==> src/rtl/loader_rom.sv <==
`default_nettype none
// +----------------------------------------------------------------------+
// | loader_rom : byte-stream program loader for the instruction memory   |
// | Stream: 16-bit BE word count N, then N BE 16-bit words.              |
// | Revision: 1.0                                                        |
// +----------------------------------------------------------------------+
module loader_rom #(
   parameter int DEPTH = 4096,
   parameter int AW    = 15
) (
   input  logic          clk,
   input  logic          reset,
   input  logic          start,
   input  logic [7:0]    rx_data,
   input  logic          rx_valid,
   output logic          rx_ready,
   output logic          wr_en,
   output logic [AW-1:0] wr_addr,
   output logic [15:0]   wr_data,
   output logic          cpu_reset,
   output logic          busy,
   output logic          done,
   output logic          error
);

   typedef enum logic [2:0] {
      S_IDLE    = 3'd0,
      S_LEN_HI  = 3'd1,
      S_LEN_LO  = 3'd2,
      S_DATA_HI = 3'd3,
      S_DATA_LO = 3'd4,
      S_WRITE   = 3'd5,
      S_DONE    = 3'd6,
      S_ERR     = 3'd7
   } state_t;

   state_t          r_state;
   logic [15:0]     r_len;
   logic [15:0]     r_count;
   logic            r_rx_ready;
   logic            r_wr_en;
   logic [AW-1:0]   r_wr_addr;
   logic [15:0]     r_wr_data;
   logic            r_cpu_reset;
   logic            r_busy;
   logic            r_done;
   logic            r_error;

   logic            w_accept;
   logic [15:0]     w_len;
   logic            w_len_bad;
   logic [15:0]     w_next_count;

   assign w_accept     = rx_valid & r_rx_ready;
   assign w_len        = {r_len[15:8], rx_data};
   assign w_len_bad    = (w_len == 16'd0) || ({16'd0, w_len} > DEPTH);
   assign w_next_count = r_count + 16'd1;

   // All outputs are registered and updated together with the state so
   // they always reflect the state the machine is in.
   always_ff @(posedge clk) begin
      if (reset) begin
         r_state     <= S_IDLE;
         r_len       <= 16'd0;
         r_count     <= 16'd0;
         r_rx_ready  <= 1'b0;
         r_wr_en     <= 1'b0;
         r_wr_addr   <= '0;
         r_wr_data   <= 16'd0;
         r_cpu_reset <= 1'b0;
         r_busy      <= 1'b0;
         r_done      <= 1'b0;
         r_error     <= 1'b0;
      end else begin
         r_wr_en <= 1'b0;
         case (r_state)
            S_IDLE, S_DONE, S_ERR: begin
               if (start) begin
                  r_state     <= S_LEN_HI;
                  r_count     <= 16'd0;
                  r_rx_ready  <= 1'b1;
                  r_busy      <= 1'b1;
                  r_cpu_reset <= 1'b1;
                  r_done      <= 1'b0;
                  r_error     <= 1'b0;
               end
            end
            S_LEN_HI: begin
               if (w_accept) begin
                  r_len[15:8] <= rx_data;
                  r_state     <= S_LEN_LO;
               end
            end
            S_LEN_LO: begin
               if (w_accept) begin
                  r_len[7:0] <= rx_data;
                  if (w_len_bad) begin
                     // cpu_reset stays high: a failed load keeps the CPU parked
                     r_state    <= S_ERR;
                     r_rx_ready <= 1'b0;
                     r_busy     <= 1'b0;
                     r_error    <= 1'b1;
                  end else begin
                     r_state <= S_DATA_HI;
                  end
               end
            end
            S_DATA_HI: begin
               if (w_accept) begin
                  r_wr_data[15:8] <= rx_data;
                  r_state         <= S_DATA_LO;
               end
            end
            S_DATA_LO: begin
               if (w_accept) begin
                  r_wr_data[7:0] <= rx_data;
                  r_wr_addr      <= AW'(r_count);
                  r_wr_en        <= 1'b1;
                  r_rx_ready     <= 1'b0;
                  r_state        <= S_WRITE;
               end
            end
            S_WRITE: begin
               r_count <= w_next_count;
               if (w_next_count == r_len) begin
                  r_state     <= S_DONE;
                  r_busy      <= 1'b0;
                  r_cpu_reset <= 1'b0;
                  r_done      <= 1'b1;
               end else begin
                  r_state    <= S_DATA_HI;
                  r_rx_ready <= 1'b1;
               end
            end
            default: r_state <= S_IDLE;
         endcase
      end
   end

   assign rx_ready  = r_rx_ready;
   assign wr_en     = r_wr_en;
   assign wr_addr   = r_wr_addr;
   assign wr_data   = r_wr_data;
   assign cpu_reset = r_cpu_reset;
   assign busy      = r_busy;
   assign done      = r_done;
   assign error     = r_error;

endmodule
`default_nettype wire

==> config.mk <==
export PLATFORM = sky130hd
export DESIGN_NAME = loader_rom
export DESIGN_NICKNAME = d
export VERILOG_FILES = /design/src/rtl/loader_rom.sv
export SDC_FILE = /design/constraint.sdc
export NUM_CORES = 1
export LEC_CHECK = 0
export ABC_CLOCK_PERIOD_IN_PS = 3500
export CORE_UTILIZATION = 43
export DETAILED_ROUTE_END_ITERATION = 10
export HOLD_SLACK_MARGIN = 0.15
export PLACE_DENSITY = 0.72
export SLEW_MARGIN = 20
export SYNTH_ARGS = -nofsm -noshare
export SYNTH_HDL_FRONTEND = slang
export SYNTH_SLANG_ARGS = --single-unit
==> constraint.sdc <==
create_clock -name clk -period 3.5 [get_ports clk]
set_clock_uncertainty 0.15 [all_clocks]
set_input_delay 1.05 -clock clk [delete_from_list [all_inputs] [get_ports clk]]
set_output_delay 1.05 -clock clk [all_outputs]
set_load 0.01 [all_outputs]
* After elaboration in Yosys (flattened, before gate mapping) *
Cells that the tools add are included.

storage, ports and cells
  bits in latches = 0
  bits in read-only memories = 0
  memory bits (writable) = 0
  memories kept = 0
  register bits after elaboration = 72
  output and inout port bits = 37

cells by class
  div/mod/pow operators = 0
  multipliers = 0
  multiplexer cells = 26
  reductions and logical operators = 19
  shifts and indexed selects = 0
  bitwise logic cells = 2
  equal/unequal tests = 16
  magnitude comparators = 1
  $add $sub $neg = 1

operators with widths
  operator                                                         count
  case mux 16 bit (2 select lines)                                 1
  2-to-1 mux 3 bit                                                 7
  case mux 3 bit (6 select lines)                                  1
  adder 16 x 1 -> 16 bit, second input constant                    1
  equality test 16 bit                                             1
  greater-than comparator 16 x 13 -> 1 bit, second input constant  1
  logical NOT 16 bit                                               1
  2-to-1 mux 16 bit                                                1
  != test 2 bit, second input constant                             8
  equality test 3 bit, second input constant                       4
  2-to-1 mux 1 bit                                                 11
  AND reduction 2 bit                                              5
  AND reduction 5 bit                                              2
  equality test 3 x 2 -> 1 bit, second input constant              2
  case mux 1 bit (2 select lines)                                  3
  AND reduction 6 bit                                              1
  case mux 1 bit (4 select lines)                                  1
  AND reduction 4 bit                                              1
  nonzero test 2 bit                                               2
  nonzero test 4 bit                                               1
  equality test 3 x 1 -> 1 bit, second input constant              1
  logical NOT 3 bit                                                1
  case mux 1 bit (3 select lines)                                  1
  AND reduction 3 bit                                              1
  6 further kinds                                                  6

* Longest topological paths before layout *
Gate-level depths: netlist of the first run.

  depth after elaboration = 5
  gate-level depth with buffers = 9
  gate-level depth less buffers = 7

* Worst setup path before layout of the first run *
OpenSTA, ideal clock, no wires.

  path type = input port to flip-flop
  from = input rx_valid
  to = register r_len[0]
  path slack = 1.031 ns
  path buffers = 1
  required time = 3.222 ns
  stages = 6
  arrival time = 2.191 ns
  cell sequence = nand2_1 -> nor2_1 -> and3_1 -> clkbuf_1 -> mux2i_1 -> nor2_1

on the way
  cells in the longest elaborated chain, start to end = 2

ends and longest elaborated chain
  what                           RTL line  RTL
  from (decl)                    15        input logic rx_valid,
  AND 1 bit                      54        assign w_accept = rx_valid & r_rx_ready;
  AND reduction 2 bit (no line)  --
  to (signal assigned)           96        r_len[7:0] <= rx_data;
  to (decl)                      38        logic [15:0] r_len;

No other way between the ends.
A chain may end at the register's enable or synchronous reset.

* Worst setup path in the final report of the first run *
  from = register r_count[0]
  to = register r_done, in the netlist done

on the way
  cells in the longest elaborated chain, start to end = 4

ends and longest elaborated chain
  what                           RTL line  RTL
  from (decl)                    39        logic [15:0] r_count;
  from (signal assigned)         124       r_count <= w_next_count;
  adder 16 x 1 -> 16 bit         57        assign w_next_count = r_count + 16'd1;
  equality test 16 bit           125       if (w_next_count == r_len) begin
  != test 2 bit (no line)        --
  AND reduction 3 bit (no line)  --
  to (signal assigned)           72        r_done <= 1'b0;
  to (signal assigned)           84        r_done <= 1'b0;
  to (signal assigned)           129       r_done <= 1'b1;
  to (decl)                      46        logic r_done;

No other way between the ends.

==> metrics.yaml, run 1 <==
ir_worst_vdd_v: 0.000301
fin_crit_ps: 2970
crit_family: "simple AND/OR/NAND/NOR gates"
area_delta_synth_final_pct: 20.7
ys_async_sr_fraction: 0
synth.area.mux_share: 0.0516
clock-sinks: 72
synth_area_um2: 3490
tns_ps: 0
insertion_delay_ps: 350
cp-end-kind: "register"
crit_end: "done$_SDFFE_PP0P_"
vias: 3312
reg2reg_slack_ps: 530
hpwl_um: 6400
critPathKind: "register to register"
ys_seq_elements: 72
reg2reg_depth: 7
synth-edff-count: 0
synthSimpleGateAreaFrac: 0.248
power.total_mw: 1.62
path_max_fanout: 10
finalCritPeriodShare: 0.850
outcome: "finished clean"
synth-xor-area-share: 0.0427
cts_resized: 0
worst_slew_pin_slew_ps: 962
p_leak_nw: 1.50
die_x_um: 92.1
postSynthCellCount: 441
grt_max_degree: 47
dr_wl_met2_um: 4580
wl_met3_um: 423
die_h_um: 92.1
grt-ovfl-total: 0
setup_viol: 0
vias_per_cell: 5.71
required_ps: 3630
holdBufCountCts: 0
r2r_end: "done$_SDFFE_PP0P_"
post-route-drc-count: 0
portBuffers: 48
n_antenna_cell: 0
cp_slowest_cell: "nor4_1"
hold_ws_ps: 307
power.density_nw_per_um2: 385
fmax_mhz: 336
worstSetupStartpointType: "register"
cts.path.max_buffers: 2
grt_usage: 0.230
ys_seq_area_frac: 0.413
drtPass1Iterations: 5
slowest_delay_ps: 660
start_util: 0.447
root_buffer: "clkbuf_8"
rsz0062_at_grt: "no"
hp-class: "register to register"
cap_violations: 0
slew_headroom: 0.359
wl_met1_um: 4270
cp-startpoint: "r_count[0]$_SDFFE_PP0P_"
wl_per_cell_um: 16.2
place_congestion: 0.870
grt_pass1_wl_um: 15300
ys_types: 53
avgSynthCellArea_um2: 7.91
yosysWarnings: 0
critPathBufInv: 0
r2r_start: "r_count[0]$_SDFFE_PP0P_"
boundaryPins: 49
cp_num_cells: 7
fin_nets: 486
cp_cell_sequence: "ha_1, nand3_2, nor4_1, xnor2_1, o211ai_1, or4_1, a21oi_1"
slew_violations: 0
rows: 32
core-area_um2: 7810
numCtsBuffers: 9
cts.htree.levels: 3
die_area_um2: 8480
synth_fp_nets: 454
ant_nets: 0
synth-compound-area-share: 0.191
critPathArrivalTime_ps: 3110
routed_wl_um: 9400
cts_tree: "built"
post_cts_buffers: 0
highest_layer: "met4"
synthAdderAreaFrac: 0.00359
antenna_found_initial: 0
first_global_vias: 2970
synth_ff_type: "dfxtp_1"
hold_violations: 0
synth_top_family_by_area: "simple AND/OR/NAND/NOR gates"
initialDrtViolationCount: 202
clk_pin_slew_ps: 80
drive_gt1_frac: 0.0649
worst register-to-register path: cells and delay by family (launching register included):
family                   cells  cell delay, ps
AND/OR/NAND/NOR              3            1400
AO/OA/AOI/OAI                2             290
adder cells (fa/ha/maj)      1             390
flip-flops                   1             500
XOR/XNOR                     1             190
cell usage in the layout, fill, tap and decap left out, types with 4 or more instances in the layout:
| master | Yosys | layout |
|---|---|---|
| inv_1 | 4 | 4 |
| and3_1 | 5 | 5 |
| o21ai_0 | 22 | 22 |
| nand4_1 | 7 | 7 |
| clkdlybuf4s50_1 | 0 | 47 |
| o211ai_1 | 4 | 4 |
| dfxtp_1 | 72 | 72 |
| clkbuf_8 | 0 | 9 |
| buf_4 | 3 | 7 |
| mux2i_1 | 18 | 18 |
| xnor2_1 | 7 | 7 |
| nor2_1 | 40 | 40 |
| a311oi_1 | 4 | 4 |
| nor3_1 | 13 | 12 |
| nand3_1 | 6 | 6 |
| nand2_1 | 77 | 77 |
| nor4_1 | 8 | 8 |
| xor2_1 | 10 | 10 |
| a21oi_1 | 54 | 54 |
synth_stat cells (5+ instances only):
cell type / instances / area, um^2
a21oi_1: 54 / 270
and3_1: 5 / 31.3
buf_2: 9 / 45.0
clkbuf_1: 22 / 82.6
dfxtp_1: 72 / 1440
mux2i_1: 18 / 180
nand2_1: 77 / 289
nand3_1: 6 / 30.0
nand4_1: 7 / 43.8
nor2_1: 40 / 150
nor3_1: 13 / 65.1
nor4_1: 8 / 50.1
o21ai_0: 22 / 110
xnor2_1: 7 / 61.3
xor2_1: 10 / 87.6
cell type report:
class	instances	area (um^2)
repair buffers	56	548
inverters	5	18.8
multi-input cells	329	1880
clock inverters	6	67.6
fillers	741	3600
flip-flops and latches	72	1440
clock buffers	10	128
well taps	102	128
power breakdown:
part	leakage [nW]	switching [mW]	internal (mW)
sequential	0.581	0.0158	0.828
clock	0.0929	0.332	0.332
combinational	0.829	0.0673	0.0449
worst min path at each step:
stage / to / cells past startpoint / from
6_report: wr_addr[12]$_SDFFE_PP0P_ / 2 / wr_addr[12]$_SDFFE_PP0P_
5_1_grt: wr_addr[12]$_SDFFE_PP0P_ / 2 / wr_addr[12]$_SDFFE_PP0P_
4_1_cts: wr_addr[6]$_SDFFE_PP0P_ / 2 / wr_addr[6]$_SDFFE_PP0P_
3_5_place_dp: wr_addr[6]$_SDFFE_PP0P_ / 2 / wr_addr[6]$_SDFFE_PP0P_
3_3_place_gp: wr_data[0]$_SDFFE_PP0P_ / 2 / wr_data[0]$_SDFFE_PP0P_
2_1_floorplan: wr_addr[14]$_SDFFE_PP0P_ / 2 / r_count[14]$_SDFFE_PP0P_
metal layers:
layer | track usage | up-vias
met4 | 0.0690 | 0
li1 | - | 1614
met3 | 0.0464 | 17
met1 | 0.298 | 1592
met5 | 0 | -
met2 | 0.386 | 89
flip-flops by register name, indices dropped and copies added, names as in the netlist:
| signal | flops |
|---|---|
| wr_en | 1 |
| done | 1 |
| error | 1 |
| r_len | 16 |
| cpu_reset | 1 |
| wr_addr | 15 |
| r_state | 3 |
| rx_ready | 1 |
| r_count | 16 |
| busy | 1 |
| wr_data | 16 |
stage by stage:
stage	setup slack (ps)	util	area, um^2	instances
detailed placement	389	0.514	4020	564
finish	526	0.539	4210	580
global route	336	0.539	4210	580
floorplan	1030	-	3490	441
global placement	399	0.514	4020	564
CTS	551	0.539	4210	580
logic make-up after synthesis:
kind of cell,Yosys count
buf+inv,40
mux,18
flops,72
fa+ha+maj,1
compound gates,111
simple gates,182
xor+xnor,17
No activity file was read; power rests on OpenSTA's default activity.
==> run 2: changes to the inputs <==
--- a/config.mk
+++ b/config.mk
@@ -5,11 +5,11 @@
 export SDC_FILE = /design/constraint.sdc
 export NUM_CORES = 1
 export LEC_CHECK = 0
-export ABC_CLOCK_PERIOD_IN_PS = 3500
+export ABC_CLOCK_PERIOD_IN_PS = 2600
 export CORE_UTILIZATION = 43
 export DETAILED_ROUTE_END_ITERATION = 10
 export HOLD_SLACK_MARGIN = 0.15
-export PLACE_DENSITY = 0.72
+export PLACE_DENSITY = 0.75
 export SLEW_MARGIN = 20
 export SYNTH_ARGS = -nofsm -noshare
 export SYNTH_HDL_FRONTEND = slang
==> constraint.sdc (replaced) <==
create_clock -name clk -period 2.6 [get_ports clk]
set_clock_uncertainty 0.15 [all_clocks]
set_input_delay 0.78 -clock clk [delete_from_list [all_inputs] [get_ports clk]]
set_output_delay 0.78 -clock clk [all_outputs]
set_load 0.01 [all_outputs]
==> run 2 against run 1 <==
Effect of this change: largest cell class unchanged; combinational power is 63% higher; flip-flop and latch count did not move; hold slack improved by 1.5 ps; critical path depth up 2; final cell count up 5.0%; worst setup slack worse by 380 ps; first-iteration DRC count grew 13%; fmax increased by 21%; final area grew 6.8%; die area did not move; register-to-register slack got worse by 380 ps.
==> metrics.yaml, run 2 (synthesized netlist as in run 1, its figures left out) <==
outcome: "finished clean"  # unchanged
cts_tree: "built"  # unchanged
swShare: 0.268  # was 0.256
multiInputGateArea_um2: 1890  # was 1880 um^2
post_cts_buffers: 0  # unchanged
final_util: 0.576  # was 0.539
post-route-drc-count: 0  # unchanged
critPathArrivalTime_ps: 2570  # was 3110 ps
critPathKind: "register to register"  # unchanged
numCtsBuffers: 9  # unchanged
portBuffers: 48  # unchanged
fin_nets: 515  # was 486
place_congestion: 0.868  # was 0.870
seqCellArea_um2: 1440  # about the same
vias_per_cell: 5.56  # was 5.71
drive_gt1_frac: 0.128  # was 0.0649
worst_slew_pin_slew_ps: 500  # was 962 ps
finalCritPeriodShare: 0.943  # was 0.850
cp-end-kind: "register"  # unchanged
worstSetupStartpointType: "register"  # unchanged
hpwl_um: 6550  # was 6400 um
n_antenna_cell: 0  # unchanged
rsz0062_at_grt: "no"  # unchanged
required_ps: 2720  # was 3630 ps
hold_ws_ps: 308  # was 307 ps
cap_violations: 0  # unchanged
hp-class: "register to register"  # unchanged
slew_violations: 0  # unchanged
cts.path.max_buffers: 2  # unchanged
p_int_mw: 1.66  # was 1.20 mW
final_cells: 609  # was 580
die_h_um: 92.1  # unchanged
cts.htree.levels: 3  # unchanged
setup_viol: 0  # unchanged
grt_max_degree: 40  # was 47
fmax_mhz: 408  # was 336 MHz
hold_violations: 0  # unchanged
routed_wl_um: 9320  # was 9400 um
p_switching_mw: 0.606  # was 0.415 mW
final_cell_mix: "77 x nand2_1, 71 x dfxtp_1, 54 x a21oi_1, 47 x clkdlybuf4s50_1, 39 x nor2_1"  # was 77 x nand2_1, 72 x dfxtp_1, 54 x a21oi_1, 47 x clkdlybuf4s50_1, 40 x nor2_1
mostFrequentLayoutCell: "nand2_1"  # unchanged
grt_usage: 0.234  # was 0.230
pwr-share-comb: 0.081  # was 0.069
slew_headroom: 0.666  # was 0.359
die_x_um: 92.1  # unchanged
setup_slack_ps: 148  # was 526 ps
wl_per_cell_um: 15.3  # was 16.2 um
dp_cells: 593  # was 564
antenna_found_initial: 0  # unchanged
placed_cell_area_um2: 4270  # was 4020 um^2
ir_worst_vdd_v: 0.000371  # was 0.000301 V
initialDrtViolationCount: 228  # was 202
power.density_nw_per_um2: 504  # was 385 nW/um^2
power_frac_seq: 0.499  # was 0.521
grt-ovfl-total: 0  # unchanged
boundaryPins: 49  # unchanged
ant_nets: 0  # unchanged
fin_crit_ps: 2450  # was 2970 ps
vias: 3386  # was 3,312
root_buffer: "clkbuf_8"  # unchanged
area_delta_synth_final_pct: 28.9  # was 20.7%
grt_pass1_wl_um: 15800  # was 15,300 um
die_area_um2: 8480  # unchanged
rows: 32  # unchanged
drtPass1Iterations: 5  # unchanged
start_util: 0.447  # unchanged
fillers: 701  # was 741
clock-sinks: 72  # unchanged
first_global_vias: 3240  # was 2,970
path_max_fanout: 8  # was 10
clk_pin_slew_ps: 90  # was 80 ps
insertion_delay_ps: 360  # was 350 ps
core-area_um2: 7810  # unchanged
p_clk_frac: 0.420  # was 0.410
p_leak_nw: 1.67  # was 1.50 nW
design_area_um2: 4500  # was 4210 um^2
pre_cts_ws_ps: -177  # was 389 ps
run 2: changes by cell type in the layout (fill, tap and decap cells not counted), sizes merged:
cell / previous run / this run
buf: 9 / 38
inv: 5 / 8
clkbuf: 10 / 9
clkinv: 3 / 2
clkinvlp: 2 / 1
run 2: area by class of cell:
cell class	instances	share of cell area
multi-input cells	329	0.421
flip-flops and latches	72	0.321
repair buffers	85	0.179
well taps	102	0.0284
clock buffers	9	0.0275
clock inverters	7	0.0192
inverters	5	0.00417
run 2: final timing paths:
check                                              from  depth (start not counted)                       to  slack (ps)
worst max-delay path            r_count[1]$_SDFFE_PP0P_                          9    rx_ready$_SDFFE_PP0P_         150
worst min-delay path            wr_addr[8]$_SDFFE_PP0P_                          2  wr_addr[8]$_SDFFE_PP0P_         310
worst max register to register  r_count[1]$_SDFFE_PP0P_                          9    rx_ready$_SDFFE_PP0P_         150
worst min register to register  wr_addr[8]$_SDFFE_PP0P_                          2  wr_addr[8]$_SDFFE_PP0P_         310
run 2: metal layers:
metal / part of all wire / GRT usage
met1: 0.45 / 0.294
met2: 0.48 / 0.404
met3: 0.046 / 0.0415
met4: 0.015 / 0.0781
met5: 0 / 0
run 2: timing repair:
item                       CTS  global route
setup endpoints to repair    0             4
hold buffers                 0             0
resized for setup            0             4
run 2: critical path, stage by stage (launching register included):
cell and delay, ps:
dfxtp_1 440, ha_1 240, nand3_2 110, buf_4 180
o311a_1 280, a22o_1 170, o211ai_1 280, nor4_1 120
buf_4 170, a211oi_1 230
run 2: through the flow:
stage | total power [mW] | TNS [ps]
6_report | 2.27 | 0
5_1_grt | 2.34 | 0
3_5_place_dp | 1.34 | -455
3_3_place_gp | 1.33 | -373
2_1_floorplan | 1.24 | 0
4_1_cts | 2.28 | 0
run 2: power by group through the flow:
stage | Sequential, mW | Clock, mW | Combinational, mW
floorplan | 1.15 | 0 | 0.0909
global placement | 1.16 | 0 | 0.176
detailed placement | 1.16 | 0 | 0.179
CTS | 1.13 | 0.966 | 0.181
global route | 1.13 | 1.01 | 0.198
finish | 1.13 | 0.952 | 0.183
==> run 3: changes to the inputs <==
--- a/config.mk
+++ b/config.mk
@@ -6,6 +6,7 @@
 export NUM_CORES = 1
 export LEC_CHECK = 0
 export ABC_CLOCK_PERIOD_IN_PS = 2600
+export CORE_ASPECT_RATIO = 0.9
 export CORE_UTILIZATION = 43
 export DETAILED_ROUTE_END_ITERATION = 10
 export HOLD_SLACK_MARGIN = 0.15
==> run 3 against run 2 <==
Effect of this change: die area about the same; total power increased by 3.3%; register-to-register slack about the same; hold slack got worse by 1.8 ps; global-route usage decreased by 0.14 points; final area decreased by 0.14%; clock-buffer cell count unchanged; via count increased by 4.3%.
==> metrics.yaml, run 3 (synthesized netlist as in run 1, its figures left out) <==
path_max_fanout: 8  # unchanged
fin_nets: 514  # was 515
die_area_um2: 8480  # about the same
design_area_um2: 4490  # was 4500 um^2
grt_pass1_wl_um: 15700  # was 15,800 um
cp_cell_sequence: "ha_1, nand3_2, buf_4, nor2_1, a22o_1, o211ai_1, or4_1, a21oi_1"  # was ha_1, nand3_2, buf_4, o311a_1, a22o_1, o211ai_1, nor4_1, buf_4, a211oi_1
ant_nets: 0  # unchanged
worst_slew_pin_slew_ps: 506  # was 500 ps
die_x_um: 97.0  # was 92.1 um
swShare: 0.253  # was 0.268
p_clk_frac: 0.438  # was 0.420
numCtsBuffers: 9  # unchanged
place_congestion: 0.894  # was 0.868
first_global_vias: 3273  # was 3,240
seqCellArea_um2: 1440  # about the same
critPathKind: "register to register"  # unchanged
cp-end-kind: "register"  # unchanged
pwr-share-comb: 0.079  # was 0.081
cts.path.max_buffers: 2  # unchanged
grt-ovfl-total: 0  # unchanged
post_cts_buffers: 0  # unchanged
p_int_mw: 1.75  # was 1.66 mW
routed_wl_um: 9840  # was 9320 um
p_leak_nw: 1.68  # was 1.67 nW
critPathArrivalTime_ps: 2600  # was 2570 ps
cts_tree: "built"  # unchanged
grt_usage: 0.233  # was 0.234
fillers: 664  # was 701
cts.htree.levels: 3  # unchanged
slew_violations: 0  # unchanged
ir_worst_vdd_v: 0.000496  # was 0.000371 V
required_ps: 2740  # was 2720 ps
hp-class: "register to register"  # unchanged
core-area_um2: 7690  # was 7810 um^2
power.density_nw_per_um2: 522  # was 504 nW/um^2
hpwl_um: 6920  # was 6550 um
die_h_um: 87.5  # was 92.1 um
placed_cell_area_um2: 4260  # was 4270 um^2
portBuffers: 48  # unchanged
power_frac_seq: 0.483  # was 0.499
fin_crit_ps: 2460  # was 2450 ps
outcome: "finished clean"  # unchanged
fmax_mhz: 406  # was 408 MHz
p_switching_mw: 0.594  # was 0.606 mW
slew_headroom: 0.663  # was 0.666
drtPass1Iterations: 7  # was 5
area_delta_synth_final_pct: 28.7  # was 28.9%
initialDrtViolationCount: 373  # was 228
worstSetupStartpointType: "register"  # unchanged
post-route-drc-count: 0  # unchanged
final_cell_mix: "77 x nand2_1, 70 x dfxtp_1, 54 x a21oi_1, 47 x clkdlybuf4s50_1, 40 x nor2_1"  # was 77 x nand2_1, 71 x dfxtp_1, 54 x a21oi_1, 47 x clkdlybuf4s50_1, 39 x nor2_1
cap_violations: 0  # unchanged
insertion_delay_ps: 360  # about the same
clock-sinks: 72  # unchanged
vias_per_cell: 5.87  # was 5.56
clk_pin_slew_ps: 80  # was 90 ps
wl_per_cell_um: 16.4  # was 15.3 um
mostFrequentLayoutCell: "nand2_1"  # unchanged
drive_gt1_frac: 0.125  # was 0.128
boundaryPins: 49  # unchanged
setup_viol: 0  # unchanged
root_buffer: "clkbuf_8"  # unchanged
hold_violations: 0  # unchanged
multiInputGateArea_um2: 1890  # about the same
finalCritPeriodShare: 0.948  # was 0.943
start_util: 0.453  # was 0.447
n_antenna_cell: 0  # unchanged
rsz0062_at_grt: "no"  # unchanged
antenna_found_initial: 0  # unchanged
cp_slowest_cell: "or4_1"  # was dfxtp_1
power.total_mw: 2.34  # was 2.27 mW
rows: 30  # was 32
vias: 3533  # was 3,386
grt_max_degree: 51  # was 40
slowest_delay_ps: 570  # was 440 ps
run 3: final timing paths:
kind	start	to	slack [ps]	cells past startpoint
worst max register to register	r_count[1]$_SDFFE_PP0P_	done$_SDFFE_PP0P_	140	8
worst max-delay path	r_count[1]$_SDFFE_PP0P_	done$_SDFFE_PP0P_	140	8
worst min register to register	wr_addr[2]$_SDFFE_PP0P_	wr_addr[2]$_SDFFE_PP0P_	310	2
worst min-delay path	wr_addr[2]$_SDFFE_PP0P_	wr_addr[2]$_SDFFE_PP0P_	310	2
run 3: power groups by stage:
stage / combinational [mW] / sequential, mW / clock [mW]
6_report: 0.184 / 1.13 / 1.03
5_1_grt: 0.199 / 1.13 / 1.07
4_1_cts: 0.182 / 1.13 / 1.03
3_5_place_dp: 0.180 / 1.16 / 0
3_3_place_gp: 0.176 / 1.16 / 0
2_1_floorplan: 0.0909 / 1.15 / 0
run 3: timing repair:
action                                  in CTS  in global routing
hold buffers                                 0                  0
endpoints found under the setup margin       0                  6
resized for setup                            0                  3
run 3: final cells by class:
cell class | count | share of cell area
multi-input combinational | 329 | 0.420
sequential | 72 | 0.322
timing repair buffer | 84 | 0.177
clock buffer | 9 | 0.0276
tap | 96 | 0.0267
clock inverter | 7 | 0.0228
inverter | 5 | 0.00418
run 3: critical path: cells and delay by family (launching register included):
kind	cells	cell delay (ps)
flip-flops	1	430
AND/OR/NAND/NOR	3	940
AO/OA/AOI/OAI	3	470
buffers and inverters	1	180
adder cells (fa/ha/maj)	1	220
run 3: per-stage QoR:
stage	hold WS [ps]	std cells	setup slack [ps]	utilization	setup TNS, ps
2_1_floorplan	326	441	169	-	0
3_3_place_gp	294	586	-111	0.553	-209
3_5_place_dp	296	586	-217	0.553	-605
4_1_cts	308	602	129	0.582	0
5_1_grt	324	602	10.6	0.584	0
6_report	306	602	136	0.584	0
run 3: metal layers:
metal / up-vias / track usage / share of wire
met5: - / 0 / 0
met4: 0 / 0.111 / 0.022
met3: 22 / 0.0361 / 0.066
met2: 160 / 0.391 / 0.47
met1: 1670 / 0.296 / 0.44
li1: 1681 / - / -
